[src/rtl/fetch_unit.sv]
// Instruction fetch stage: owns the PC, issues one synchronous memory read per
// cycle and buffers returned instructions in a prefetch queue for decode.
module fetch_unit #(
  parameter int INSTR_W = 30,
  parameter int PC_W    = 8,
  parameter int DEPTH   = 4
) (
  input  logic                   clk,
  input  logic                   rst_n,
  output logic                   imem_en,
  output logic [PC_W-1:0]        imem_addr,
  input  logic [INSTR_W-1:0]     imem_data,
  input  logic                   redirect_valid,
  input  logic [PC_W-1:0]        redirect_pc,
  input  logic                   halt,
  output logic                   out_valid,
  output logic [INSTR_W-1:0]     out_instr,
  output logic [PC_W-1:0]        out_pc,
  input  logic                   out_ready,
  output logic [$clog2(DEPTH):0] count
);
  localparam int PTR_W = $clog2(DEPTH);
  localparam int CNT_W = PTR_W + 1;
  localparam int OCC_W = CNT_W + 1;

  logic [PC_W-1:0]    fetchPc_q, fetchPc_d;
  logic               pendValid_q, pendValid_d;
  logic [PC_W-1:0]    pendPc_q, pendPc_d;
  logic [PTR_W-1:0]   head_q, head_d;
  logic [PTR_W-1:0]   tail_q, tail_d;
  logic [CNT_W-1:0]   count_q, count_d;
  logic [INSTR_W-1:0] instrMem_q [DEPTH];
  logic [PC_W-1:0]    pcMem_q [DEPTH];
  logic [OCC_W-1:0]   credit;
  logic               push, pop;

  // The in-flight read reserves a slot, so a landing return can never overflow.
  assign credit    = {1'b0, count_q} + {{CNT_W{1'b0}}, pendValid_q};
  assign imem_en   = rst_n & ~halt & ~redirect_valid & (credit < OCC_W'(DEPTH));
  assign imem_addr = fetchPc_q;

  assign out_valid = (count_q != '0) & ~redirect_valid;
  assign out_instr = instrMem_q[head_q];
  assign out_pc    = pcMem_q[head_q];
  assign count     = count_q;

  assign push = pendValid_q & ~redirect_valid;
  assign pop  = out_valid & out_ready;

  // Redirect overrides everything: flush the queue, drop the return, retarget the PC.
  always_comb begin
    fetchPc_d   = fetchPc_q;
    pendValid_d = 1'b0;
    pendPc_d    = pendPc_q;
    head_d      = head_q;
    tail_d      = tail_q;
    count_d     = count_q;
    if (redirect_valid) begin
      fetchPc_d = redirect_pc;
      head_d    = '0;
      tail_d    = '0;
      count_d   = '0;
    end else begin
      if (imem_en) begin
        fetchPc_d   = fetchPc_q + PC_W'(1);
        pendValid_d = 1'b1;
        pendPc_d    = fetchPc_q;
      end
      if (push) begin
        tail_d = tail_q + PTR_W'(1);
      end
      if (pop) begin
        head_d = head_q + PTR_W'(1);
      end
      count_d = count_q + CNT_W'(push) - CNT_W'(pop);
    end
  end

  always_ff @(posedge clk or negedge rst_n) begin
    if (!rst_n) begin
      fetchPc_q   <= '0;
      pendValid_q <= 1'b0;
      pendPc_q    <= '0;
      head_q      <= '0;
      tail_q      <= '0;
      count_q     <= '0;
    end else begin
      fetchPc_q   <= fetchPc_d;
      pendValid_q <= pendValid_d;
      pendPc_q    <= pendPc_d;
      head_q      <= head_d;
      tail_q      <= tail_d;
      count_q     <= count_d;
    end
  end

  always_ff @(posedge clk or negedge rst_n) begin
    if (!rst_n) begin
      for (int i = 0; i < DEPTH; i++) begin
        instrMem_q[i] <= '0;
        pcMem_q[i]    <= '0;
      end
    end else if (push) begin
      instrMem_q[tail_q] <= imem_data;
      pcMem_q[tail_q]    <= pendPc_q;
    end
  end

endmodule

[config.mk]
export PLATFORM = sky130hd
export DESIGN_NAME = fetch_unit
export DESIGN_NICKNAME = d
export VERILOG_FILES = /design/src/rtl/fetch_unit.sv
export SDC_FILE = /design/constraint.sdc
export NUM_CORES = 1
export LEC_CHECK = 0
export ABC_AREA = 0
export CORE_UTILIZATION = 30
export DETAILED_ROUTE_END_ITERATION = 12
export GPL_TIMING_DRIVEN = 0
export PLACE_DENSITY = 0.52
export SYNTH_ARGS = -nofsm -noshare
export SYNTH_HDL_FRONTEND = slang
export SYNTH_SLANG_ARGS = --single-unit
[constraint.sdc]
create_clock -name clk -period 5.2 [get_ports clk]
set_clock_uncertainty 0.15 [all_clocks]
set_input_delay 1.04 -clock clk [delete_from_list [all_inputs] [get_ports clk]]
set_output_delay 1.04 -clock clk [all_outputs]
set_load 0.02 [all_outputs]
==> impl_results.md <==
- CORE AREA: 25,400 µm²
- Post-detailed-route wirelength per cell: 18.5 µm
- Number of enable-type register cells in the synthesized netlist: 0
- Synthesized instance count: 491
- Switching pwr: 1350 µW
- GRT overflow: 0
- DRC marker count from the first detailed-route iteration: 210
- Crit path required time: 4010 ps
- Commonest cells in the synthesized netlist: 176 x sky130_fd_sc_hd__dfrtp_1, 160 x sky130_fd_sc_hd__mux2_2, 38 x sky130_fd_sc_hd__mux4_2
- Number of vias per cell after detailed routing: 4.83
- Maximum number of pins on one net before global-route repair: 117
- Arrival time of data at the critical path endpoint: 3190 ps
- WL final: 17,500 µm
- Number of buffers on the longest clock path: 2
- Placed wire-length estimate: 12,000 µm
- Global-route wire length before repair: 28,600 µm
- Share of power burned in the clock network: 0.285
- Switching fraction of total power: 0.310
- Slew at the pin with the worst max-slew slack: 745 ps
- Final setup violation count: 0
- Final core area utilization: 0.386
- Number of sinks on the clock net: 176
- Antenna diode count: 0
- Cell Area, Synth: 7850 µm²
- FILL cells: 2,392
- Cell internal power dissipation: 3000 µW
- CP max FO: 10
- Most numerous cell in the Yosys netlist: sky130_fd_sc_hd__dfrtp_1
- Root buf cell: sky130_fd_sc_hd__clkbuf_16
- GRT Resource Usage Total: 0.141
- Number of global-route vias before repair: 5,220
- Initial antenna violation count: 0
- Endpoint kind of the worst setup timing path: output port
- Path type of the worst min-delay path: reg -> reg
- Critical path start-end classification: in -> out
- GRT busiest layer: met2
- Worst IR Drop VDD: 231 µV
- Fin crit period: 4380 ps
- Dominant cells by area after synthesis: sky130_fd_sc_hd__dfrtp_1 56%, sky130_fd_sc_hd__mux2_2 23%, sky130_fd_sc_hd__mux4_2 11%
- Number of H-tree levels: 4
- IO Count: 94
- Buffers added on ports: 93
- Clock slew at reported path FFs: 70 ps
- Cell type with the highest aggregate area in the netlist: sky130_fd_sc_hd__dfrtp_1
- Initial core utilization: 0.309
- Unique cell type count in the Yosys netlist: 42
- Height of the die: 164 µm
- Setup bufs post-CTS: 0
- Later-pin clock latency in the skew report: 420 ps
- Number of max-slew violations in the final report: 0
- GR Util met1: 0.185
- Normalized max-slew margin: 0.503
- Number of DRC violations after detailed routing: 0
- Die area: 26,800 µm²
- F_max: 229 MHz
- Area growth, synth to finish: 24.9%
- Seq/Total Area, Yosys: 0.561
- Layout cell share with drive strength beyond 1: 0.425
- Total CTS buffers: 17
- Async S/R FF share, synth: 1.00
- Pwr dens: 444 nW/µm²
- Total iterations of the first detailed-routing run: 5
- Average cell area after synthesis: 16.0 µm²
- Total power of the final layout: 4350 µW
- Clock tree from TritonCTS: done
- Number of warnings reported in the yosys synthesis log: 0
- Gates resized, CTS repair: 0
- Proportion of power drawn by combinational gates: 0.318
- Final clock period utilization by the worst path: 0.841
- Flip-flop cell with the highest count after synthesis: sky130_fd_sc_hd__dfrtp_1
- Share of the synthesized area in the top cell type: 0.561
- Die width: 164 µm
- Run status: complete, no violations
- Share of power burned in registers: 0.397
- Leakage: 0.00435 µW
- Max-cap viol count: 0
- Final ANT Viol Nets: 0
- Quantity of hold-fixing buffers added after cts: 0
- Nets: 656
- Met3 GRT Util: 0.0290
- Number of core rows: 58
- Number of vias in the routed layout: 4,578
- Startpoint type of the worst setup path: primary input
- Global routing met2 resource utilization: 0.236
- Unrepaired setup endpoints after global routing: false
- Final weighted congestion of routability-driven global placement: 0.823
- Number of nets produced by synthesis: 543
- FF-to-FF setup slack: 2690 ps
- Synthesized flop and latch total: 176
- Number of failing hold endpoints at the final stage: 0
==> final timing paths <==
path | startpoint | end | depth (start not counted)
setup / recovery | redirect_valid | out_valid | 5
hold / removal | instrMem_q[32]$_DFFE_PN0P_ | instrMem_q[32]$_DFFE_PN0P_ | 1
setup reg to reg | count[1]$_DFF_PN0_ | count[2]$_DFF_PN0_ | 10
hold reg to reg | instrMem_q[32]$_DFFE_PN0P_ | instrMem_q[32]$_DFFE_PN0P_ | 1
max in group asynchronous | rst_n | pendPc_q[0]$_DFFE_PN0P_ | 2
min in group asynchronous | rst_n | instrMem_q[72]$_DFFE_PN0P_ | 1
==> layout by cell type (no fill, tap or decap), drive strengths merged, types with 6 or more instances in the layout <==
master	count
buf	26
nor2	12
nand2	9
clkinv	6
inv	14
mux2	160
mux4	38
clkdlybuf4s50	92
clkbuf	23
dfrtp	176
ha	8
==> worst max-delay path, cell delays in order <==
cell                              delay [ps]
sky130_fd_sc_hd__clkdlybuf4s50_1         610
sky130_fd_sc_hd__clkbuf_1                400
sky130_fd_sc_hd__clkbuf_1                470
sky130_fd_sc_hd__nor2_1                  110
sky130_fd_sc_hd__clkdlybuf4s50_1         560
==> power groups by stage <==
| stage | combinational, µW | clock (µW) | sequential (µW) |
|---|---|---|---|
| after global placement | 1390 | 0 | 1740 |
| after detailed placement | 1420 | 0 | 1760 |
| after CTS | 1420 | 1280 | 1730 |
| after floorplan | 839 | 0 | 1720 |
| final | 1390 | 1240 | 1730 |
| after global routing | 1500 | 1340 | 1760 |
==> routing by layer <==
metal / routed length (µm) / part of all wire
met5: 0 / 0
met1: 7960 / 0.46
met2: 8620 / 0.49
met3: 723 / 0.041
met4: 178 / 0.010
==> layout make-up <==
cell class,instances,area [µm²],share of cell area
sequential,176,4400,0.449
clock inverter,14,140,0.0143
inverter,6,22.5,0.00230
multi-input combinational,280,3250,0.331
buffer,29,174,0.0177
tap,330,413,0.0421
clock buffer,18,439,0.0448
timing repair buffer,94,963,0.0983
==> sequential cells by signal (all words and copies together), names as in the netlist <==
register     flops
instrMem_q     120
pcMem_q         32
imem_addr        8
pendPc_q         8
count            3
head_q           2
tail_q           2
pendValid_q      1
==> through the flow <==
step                TNS [ps]  hold slack [ps]  cell area (µm²)  setup slack [ps]  instances
finish                     0              353             9800               824        947
global route               0              362             9800               715        947
CTS                        0              354             9800               835        947
detailed placement         0              338             9220               851        915
global placement     -752680              331             9190             -4700        914
floorplan                  0              324             7850              2200        491
==> cell families (layout without fill, tap and decap cells) <==
group           after synthesis  in the layout  share of synthesized area
compound gates               21             21                     0.0201
xor+xnor                      4              4                    0.00447
buf+inv                      35            161                     0.0250
mux                         199            199                      0.340
fa+ha+maj                     9              9                     0.0153
simple gates                 47             47                     0.0338
flops                       176            176                      0.561
Power figures use the tool's default switching activity.
